==> config.mk <==
export PLATFORM = sky130hd
export DESIGN_NAME = uart_tx_arbiter_flat
export DESIGN_NICKNAME = d
export VERILOG_FILES = /design/src/rtl/uart_tx_arbiter_pkg.sv /design/src/rtl/uart_tx_arbiter_if.sv /design/src/rtl/uart_tx_arbiter_rr_pick.sv /design/src/rtl/uart_tx_arbiter.sv /design/src/flat_wrapper.sv
export SDC_FILE = /design/constraint.sdc
export NUM_CORES = 1
export LEC_CHECK = 0
export CORE_MARGIN = 5
export CORE_UTILIZATION = 37
export DETAILED_ROUTE_END_ITERATION = 12
export PLACE_DENSITY = 0.88
export REMOVE_ABC_BUFFERS = 1
export SYNTH_ARGS = -nofsm -noshare
export SYNTH_HDL_FRONTEND = slang
export SYNTH_SLANG_ARGS = --single-unit
==> constraint.sdc <==
create_clock -name clk -period 2.4 [get_ports clk]
set_input_delay 0.48 -clock clk [delete_from_list [all_inputs] [get_ports clk]]
set_output_delay 0.48 -clock clk [all_outputs]
set_load 0.005 [all_outputs]
==> src/rtl/uart_tx_arbiter_pkg.sv <==
`default_nettype none
// ============================================================================
// Module   : uart_pkg
// Brief    : Shared types and constants for the uart_tx arbiter slice.
// Revision : 1.0 - initial release
// ============================================================================
package uart_pkg;

  localparam int UART_WORD_W      = 32;
  localparam int UART_DEF_TIMEOUT = 1_000_000;

  typedef enum logic [1:0] {
    IDLE   = 2'd0,
    LAUNCH = 2'd1,
    WAIT   = 2'd2,
    DONE   = 2'd3
  } arb_state_t;

endpackage
`default_nettype wire

==> src/rtl/uart_tx_arbiter_if.sv <==
`default_nettype none
// ============================================================================
// Module   : uart_tx_arbiter_if
// Brief    : Requester and uart_tx side signals of the arbiter. The slave
//            modport is the arbiter's view, the master modport the
//            environment's view (requesters plus uart_tx).
// Revision : 1.0 - initial release
// ============================================================================
interface uart_tx_arbiter_if
  import uart_pkg::*;
#(
  parameter int NUM_REQ = 4,
  parameter int DATA_W  = UART_WORD_W
);

  localparam int IDX_W = $clog2(NUM_REQ);

  logic [NUM_REQ-1:0]        req;
  logic [NUM_REQ*DATA_W-1:0] req_data;
  logic [NUM_REQ-1:0]        done;
  logic                      txd_en;
  logic [DATA_W-1:0]         txd_data;
  logic                      txd_flag;
  logic                      busy;
  logic [IDX_W-1:0]          grant_id;
  logic                      timeout_err;

  modport slave (
    input  req, req_data, txd_flag,
    output done, txd_en, txd_data, busy, grant_id, timeout_err
  );

  modport master (
    output req, req_data, txd_flag,
    input  done, txd_en, txd_data, busy, grant_id, timeout_err
  );

endinterface
`default_nettype wire

==> src/rtl/uart_tx_arbiter_rr_pick.sv <==
`default_nettype none
// ============================================================================
// Module   : uart_rr_pick
// Brief    : Combinational round-robin picker. Returns the first set request
//            found searching upward from last+1, wrapping modulo NUM_REQ.
// Revision : 1.0 - initial release
// ============================================================================
module uart_rr_pick
  import uart_pkg::*;
#(
  parameter int NUM_REQ = 4,
  localparam int IDX_W  = $clog2(NUM_REQ)
) (
  input  logic [NUM_REQ-1:0] req,
  input  logic [IDX_W-1:0]   last,
  output logic               any,
  output logic [IDX_W-1:0]   idx
);

  logic [IDX_W-1:0] w_cand;

  // Walk offsets from farthest to nearest so the nearest set request wins.
  always_comb begin
    any    = |req;
    idx    = '0;
    w_cand = '0;
    for (int off = NUM_REQ; off >= 1; off--) begin
      w_cand = IDX_W'((int'(last) + off) % NUM_REQ);
      if (req[w_cand]) begin
        idx = w_cand;
      end
    end
  end

endmodule
`default_nettype wire

==> src/rtl/uart_tx_arbiter.sv <==
`default_nettype none
// ============================================================================
// Module   : uart_tx_arbiter
// Brief    : Round-robin arbiter sharing one uart_tx among NUM_REQ word
//            producers. Latches the winner's word, pulses txd_en, waits for
//            txd_flag, pulses done to the winner, then rotates priority.
//            Optional watchdog: define UART_ARB_TIMEOUT_EN to abort a
//            transfer that sees no txd_flag within TIMEOUT_CYC cycles.
// Revision : 1.0 - initial release
// ============================================================================
module uart_tx_arbiter
  import uart_pkg::*;
#(
  parameter int NUM_REQ     = 4,
  parameter int DATA_W      = UART_WORD_W,
  parameter int TIMEOUT_CYC = UART_DEF_TIMEOUT
) (
  input  logic              clk,
  input  logic              rst_n,
  uart_tx_arbiter_if.slave  bus
);

  localparam int IDX_W = $clog2(NUM_REQ);

  arb_state_t         r_state;
  arb_state_t         w_next;
  logic [IDX_W-1:0]   r_last;
  logic [IDX_W-1:0]   r_grant;
  logic [IDX_W-1:0]   w_pick_idx;
  logic               w_pick_any;
  logic [DATA_W-1:0]  r_txd_data;
  logic [NUM_REQ-1:0] r_done;
  logic               r_txd_en;
  logic               r_busy;

  uart_rr_pick #(.NUM_REQ(NUM_REQ)) u_pick (
    .req  (bus.req),
    .last (r_last),
    .any  (w_pick_any),
    .idx  (w_pick_idx)
  );

`ifdef UART_ARB_TIMEOUT_EN
  logic [31:0] r_wd_cnt;
  logic        w_wd_hit;
  logic        w_timeout;
  logic        r_timeout_err;

  assign w_wd_hit = (r_wd_cnt == 32'(TIMEOUT_CYC - 1));

  // Watchdog counts WAIT cycles; cleared while launching so it starts at 0.
  always_ff @(posedge clk or negedge rst_n) begin
    if (!rst_n) begin
      r_wd_cnt <= '0;
    end else if (r_state == LAUNCH) begin
      r_wd_cnt <= '0;
    end else if (r_state == WAIT) begin
      r_wd_cnt <= r_wd_cnt + 32'd1;
    end
  end

  // Error pulse coincides with the DONE cycle of an aborted transfer.
  always_ff @(posedge clk or negedge rst_n) begin
    if (!rst_n) begin
      r_timeout_err <= 1'b0;
    end else begin
      r_timeout_err <= w_timeout;
    end
  end

  assign bus.timeout_err = r_timeout_err;
`else
  // Watchdog not built: the error output is a constant zero.
  assign bus.timeout_err = 1'b0 & (TIMEOUT_CYC == 0);
`endif

  // State register.
  always_ff @(posedge clk or negedge rst_n) begin
    if (!rst_n) begin
      r_state <= IDLE;
    end else begin
      r_state <= w_next;
    end
  end

  // Next-state logic; txd_flag only matters while waiting.
  always_comb begin
    w_next = r_state;
`ifdef UART_ARB_TIMEOUT_EN
    w_timeout = 1'b0;
`endif
    case (r_state)
      IDLE:    if (w_pick_any) w_next = LAUNCH;
      LAUNCH:  w_next = WAIT;
      WAIT: begin
        if (bus.txd_flag) begin
          w_next = DONE;
        end
`ifdef UART_ARB_TIMEOUT_EN
        else if (w_wd_hit) begin
          w_next    = DONE;
          w_timeout = 1'b1;
        end
`endif
      end
      DONE:    w_next = IDLE;
      default: w_next = IDLE;
    endcase
  end

  // Registered outputs, decoded from the next state so they align with it.
  always_ff @(posedge clk or negedge rst_n) begin
    if (!rst_n) begin
      r_txd_en   <= 1'b0;
      r_busy     <= 1'b0;
      r_done     <= '0;
      r_grant    <= '0;
      r_txd_data <= '0;
      r_last     <= IDX_W'(NUM_REQ - 1);
    end else begin
      r_txd_en <= (w_next == LAUNCH);
      r_busy   <= (w_next != IDLE);
      r_done   <= '0;
      if (r_state == IDLE && w_pick_any) begin
        r_grant    <= w_pick_idx;
        r_txd_data <= bus.req_data[w_pick_idx*DATA_W +: DATA_W];
      end
      if (r_state == WAIT && w_next == DONE) begin
        r_done <= NUM_REQ'(1) << r_grant;
      end
      if (r_state == DONE) begin
        r_last <= r_grant;
      end
    end
  end

  assign bus.txd_en   = r_txd_en;
  assign bus.txd_data = r_txd_data;
  assign bus.done     = r_done;
  assign bus.busy     = r_busy;
  assign bus.grant_id = r_grant;

endmodule
`default_nettype wire

==> src/flat_wrapper.sv <==
// flat-port wrapper written by rule: the top's interface ports become plain ports
module uart_tx_arbiter_flat import uart_pkg::*;
#(
  parameter int NUM_REQ     = 4,
  parameter int DATA_W      = UART_WORD_W,
  parameter int TIMEOUT_CYC = UART_DEF_TIMEOUT
)
  (clk, rst_n, bus_req, bus_req_data, bus_txd_flag, bus_done, bus_txd_en, bus_txd_data, bus_busy, bus_grant_id, bus_timeout_err);
  uart_tx_arbiter_if #(.NUM_REQ(NUM_REQ), .DATA_W(DATA_W)) bus_i ();
  input  logic clk;
  input  logic rst_n;
  input wire logic [$bits(bus_i.req)-1:0] bus_req;
  input wire logic [$bits(bus_i.req_data)-1:0] bus_req_data;
  input wire logic [$bits(bus_i.txd_flag)-1:0] bus_txd_flag;
  output wire logic [$bits(bus_i.done)-1:0] bus_done;
  output wire logic [$bits(bus_i.txd_en)-1:0] bus_txd_en;
  output wire logic [$bits(bus_i.txd_data)-1:0] bus_txd_data;
  output wire logic [$bits(bus_i.busy)-1:0] bus_busy;
  output wire logic [$bits(bus_i.grant_id)-1:0] bus_grant_id;
  output wire logic [$bits(bus_i.timeout_err)-1:0] bus_timeout_err;
  assign bus_i.req = bus_req;
  assign bus_i.req_data = bus_req_data;
  assign bus_i.txd_flag = bus_txd_flag;
  assign bus_done = bus_i.done;
  assign bus_txd_en = bus_i.txd_en;
  assign bus_txd_data = bus_i.txd_data;
  assign bus_busy = bus_i.busy;
  assign bus_grant_id = bus_i.grant_id;
  assign bus_timeout_err = bus_i.timeout_err;
  uart_tx_arbiter #(.NUM_REQ(NUM_REQ), .DATA_W(DATA_W), .TIMEOUT_CYC(TIMEOUT_CYC)) u_core (.clk(clk), .rst_n(rst_n), .bus(bus_i));
endmodule
==> impl_metrics.prom <==
# TYPE chip_impl_metric gauge
chip_impl_metric{name="synth-adder-area-share",unit=""} 0.0180
chip_impl_metric{name="core_region_area",unit="µm²"} 7290
chip_impl_info{name="critical_path.cell_chain",value="clkdlybuf4s50_1 > nand2b_1 > a21oi_1 > nor3_4 > buf_12 > buf_4 > mux2i_1 > o221ai_2"} 1
chip_impl_metric{name="grt_antenna_before_repair",unit=""} 0
chip_impl_metric{name="yosys.area_share.simple",unit=""} 0.0916
chip_impl_metric{name="initial_utilization",unit=""} 0.382
chip_impl_info{name="regToRegEndpoint",value="u_core.bus.txd_data[25]$_DFFE_PN0P_"} 1
chip_impl_metric{name="leakage_power",unit="nW"} 2.02
chip_impl_metric{name="cts_post_setup_buffers_inserted",unit=""} 0
chip_impl_metric{name="dp_cells",unit=""} 504
chip_impl_metric{name="synthMuxAreaShare",unit=""} 0.234
chip_impl_metric{name="synth_largest_type_area_fraction",unit=""} 0.377
chip_impl_metric{name="boundaryPins",unit=""} 176
chip_impl_metric{name="wl_per_cell",unit="µm"} 18.2
chip_impl_metric{name="ant_nets",unit=""} 0
chip_impl_metric{name="worstSkewPairLatency",unit="ns"} 0.30
chip_impl_metric{name="via_count",unit=""} 2589
chip_impl_metric{name="period_needed",unit="ns"} 2.04
chip_impl_metric{name="routabilityCongestion",unit=""} 0.912
chip_impl_metric{name="arrival",unit="ns"} 2.20
chip_impl_info{name="cts_root_buffer",value="sky130_fd_sc_hd__clkbuf_8"} 1
chip_impl_metric{name="clk_pin_slew_worst_paths",unit="ns"} 0.08
chip_impl_metric{name="grt_overflow",unit=""} 0
chip_impl_metric{name="finalCritPeriodShare",unit=""} 0.852
chip_impl_info{name="yosys_most_used_dff",value="sky130_fd_sc_hd__dfrtp_1"} 1
chip_impl_info{name="synth_top_family_by_area",value="multiplexers"} 1
chip_impl_metric{name="syn_avg_cell_area",unit="µm²"} 11.9
chip_impl_metric{name="synth_xor_area_frac",unit=""} 0
chip_impl_metric{name="yosysWarningCount",unit=""} 0
chip_impl_info{name="worstSetupStartpointType",value="primary input"} 1
chip_impl_metric{name="timing.hold.ws",unit="ns"} 0.0178
chip_impl_metric{name="area_delta_synth_final",unit="%"} 71.6
chip_impl_metric{name="worstRegToRegCells",unit=""} 7
chip_impl_metric{name="antenna_cells",unit=""} 0
chip_impl_metric{name="viasPerCell",unit=""} 5.06
chip_impl_metric{name="synthArstFlopShare",unit=""} 1.00
chip_impl_info{name="outcome",value="finished, final reports clean"} 1
chip_impl_info{name="setup.worst_path.start",value="bus_req[0]"} 1
chip_impl_metric{name="die-width",unit="µm"} 96.8
chip_impl_metric{name="cts_hold_buf",unit=""} 0
chip_impl_metric{name="synth.distinct_cells",unit=""} 32
chip_impl_info{name="crit_family",value="buffers and inverters"} 1
chip_impl_metric{name="critPathBufInv",unit=""} 3
chip_impl_metric{name="h-tree-depth",unit=""} 2
chip_impl_info{name="cts_tree",value="done"} 1
chip_impl_metric{name="share_of_final_layout_standard_cells_stronger_than_drive_strength_1",unit=""} 0.143
chip_impl_metric{name="grtUsageTotal",unit=""} 0.198
chip_impl_info{name="synth_top_cells_by_area",value="sky130_fd_sc_hd__dfrtp_1, sky130_fd_sc_hd__mux2i_1, sky130_fd_sc_hd__o221ai_2, sky130_fd_sc_hd__nand2_1, sky130_fd_sc_hd__buf_8"} 1
chip_impl_metric{name="syn-instance-count",unit=""} 234
chip_impl_metric{name="design.die.area",unit="µm²"} 9370
chip_impl_metric{name="max_clock_freq",unit="MHz"} 489
chip_impl_metric{name="finalNetCount",unit=""} 551
chip_impl_metric{name="synth-seq-cells",unit=""} 44
chip_impl_metric{name="synth_compound_gate_area_share",unit=""} 0.188
chip_impl_metric{name="critPathRequiredTime",unit="ns"} 2.56
chip_impl_metric{name="final.setup_skew",unit="ns"} 0.0129
chip_impl_metric{name="critical_path_cell_count",unit=""} 8
chip_impl_metric{name="synth-edff-count",unit=""} 0
chip_impl_info{name="rsz0062_at_grt",value="false"} 1
chip_impl_metric{name="timing.critical_path.slowest_cell_delay",unit="ns"} 0.51
chip_impl_metric{name="cts_sinks",unit=""} 44
chip_impl_metric{name="report.final.setup_viol",unit=""} 0
chip_impl_metric{name="detailedPlace.worstSlack",unit="ns"} 0.0356
chip_impl_info{name="worstSetupEndpoint",value="u_core.bus.txd_data[25]$_DFFE_PN0P_"} 1
chip_impl_metric{name="rrSetupSlack",unit="ns"} 0.51
chip_impl_metric{name="io_buffers",unit=""} 174
chip_impl_metric{name="proportion_of_synthesized_chip_area_in_sequential_cells",unit=""} 0.396
chip_impl_metric{name="final.fill_count",unit=""} 592
chip_impl_metric{name="clockBufferDepth",unit=""} 2
chip_impl_metric{name="cts_resized",unit=""} 0
chip_impl_metric{name="layout_setup_ws",unit="ns"} 0.356
chip_impl_metric{name="fp-row-count",unit=""} 31
chip_impl_metric{name="remaining_drc_errors",unit=""} 0
chip_impl_metric{name="drt_total_wl",unit="µm"} 9330
chip_impl_metric{name="power-per-cell-area",unit="nW/µm²"} 989
chip_impl_metric{name="layoutNonFillerInstCount",unit=""} 512
chip_impl_metric{name="critical_path.max_fanout",unit=""} 8
chip_impl_metric{name="die-height",unit="µm"} 96.8
chip_impl_metric{name="iteration_0_drc_markers",unit=""} 52
chip_impl_info{name="holdCritPathClass",value="primary input to asynchronous set/reset pin"} 1
chip_impl_metric{name="grt_start_max_net_pins",unit=""} 20
chip_impl_info{name="critPathCaptureType",value="flop"} 1
chip_impl_metric{name="dp_hpwl",unit="µm"} 7750
chip_impl_info{name="worst_path_max_delay_cell",value="sky130_fd_sc_hd__clkdlybuf4s50_1"} 1
chip_impl_metric{name="max-cap-violations",unit=""} 0
chip_impl_metric{name="final_hold_viol_count",unit=""} 0
chip_impl_metric{name="slew_violations",unit=""} 0
chip_impl_info{name="rr_startpoint",value="u_core.r_last[0]$_DFFE_PN1N_"} 1
chip_impl_info{name="worst-setup-path-type",value="primary input to flop"} 1
chip_impl_metric{name="grt_pass1_vias",unit=""} 2809
chip_impl_metric{name="vdd_ir_drop_max",unit="mV"} 0.580
chip_impl_metric{name="grt_first_pass_wirelength",unit="µm"} 15000
chip_impl_metric{name="mappedNetlistArea",unit="µm²"} 2790
chip_impl_info{name="synthDominantAreaCellType",value="sky130_fd_sc_hd__dfrtp_1"} 1
chip_impl_metric{name="number_of_buffers_inserted_during_clock_tree_synthesis",unit=""} 5
chip_impl_metric{name="drt_pre_antenna_iters",unit=""} 4
==> cells in the mapped netlist, drive strengths merged (2+ instances only) <==
cell	instances
inv	3
ha	4
nor3	2
nand2	38
buf	16
clkbuf	3
o221ai	32
mux2i	64
nor2	4
a21oi	2
o21ai	2
or2	3
dfrtp	42
nand2b	6
dfstp	2
a31oi	2
and3	2
==> cells in the final DEF, fill, tap and decap left out, drive strengths merged <==
cell type and n:
a21oi 2, a31oi 2, and3 2, buf 17, clkbuf 7, clkdlybuf4s50 173
clkinv 1, conb 1, dfrtp 42, dfstp 2, ha 4, inv 3
mux2 1, mux2i 64, nand2 38, nand2b 6, nor2 4, nor2b 1
nor3 2, nor3b 1, o21ai 2, o221ai 32, o22ai 1, o31ai 1
o41ai 1, or2 3
==> final cells by class <==
cell class	count	area, µm²	area share
flip-flops and latches	44	1100	0.231
repair buffers	190	1970	0.412
inverters	3	11.3	0.00235
multi-input cells	168	1490	0.312
clock buffers	7	76.3	0.0160
clock inverters	1	5.00	0.00105
well taps	99	124	0.0259
==> how the worst min path moves through the flow <==
stage	startpoint	to	slack, ns	depth (start not counted)
6_report	rst_n	u_core.bus.done[1]$_DFF_PN0_	0.02	1
4_1_cts	rst_n	u_core.bus.done[1]$_DFF_PN0_	0.02	1
2_1_floorplan	rst_n	u_core.bus.busy$_DFF_PN0_	0.18	0
5_1_grt	rst_n	u_core.bus.done[1]$_DFF_PN0_	0.01	1
3_3_place_gp	rst_n	u_core.bus.done[2]$_DFF_PN0_	0.34	1
3_5_place_dp	rst_n	u_core.bus.done[1]$_DFF_PN0_	0.33	1
==> cells by family (layout without fill, tap and decap cells) <==
group | after synthesis | count (layout)
multiplexers | 65 | 65
AND/OR/NAND/NOR | 57 | 57
AO/OA/AOI/OAI | 41 | 41
other | 1 | 1
buffers and inverters | 22 | 201
adder cells (fa/ha/maj) | 4 | 4
flip-flops | 44 | 44
==> state kept, by name, indices dropped and copies added (netlist names) <==
| signal | count |
|---|---|
| u_core.bus.busy | 1 |
| u_core.r_last | 2 |
| u_core.bus.done | 4 |
| u_core.r_state | 2 |
| u_core.bus.txd_data | 32 |
| u_core.bus.grant_id | 2 |
| u_core.bus.txd_en | 1 |
==> through the flow <==
stage / TNS, ns / util / area (µm²) / power [W]
2_1_floorplan: -86.42 / - / 2600 / 0.00290
3_3_place_gp: 0 / 0.645 / 4700 / 0.00423
3_5_place_dp: 0 / 0.645 / 4700 / 0.00434
4_1_cts: 0 / 0.656 / 4780 / 0.00480
5_1_grt: 0 / 0.656 / 4780 / 0.00508
6_report: 0 / 0.656 / 4780 / 0.00473
==> where the power goes <==
group	switching, W	internal [W]
Combinational	0.00129	0.00169
Sequential	0.000202	0.00110
Clock	0.000248	0.000205
==> per-layer routing <==
metal,share of wire,global-route usage,up-vias
met5,0,0,-
met1,0.38,0.220,1244
li1,-,-,1220
met2,0.54,0.367,110
met3,0.065,0.0612,15
met4,0.018,0.0475,0
No activity file was read; power rests on OpenSTA's default activity.
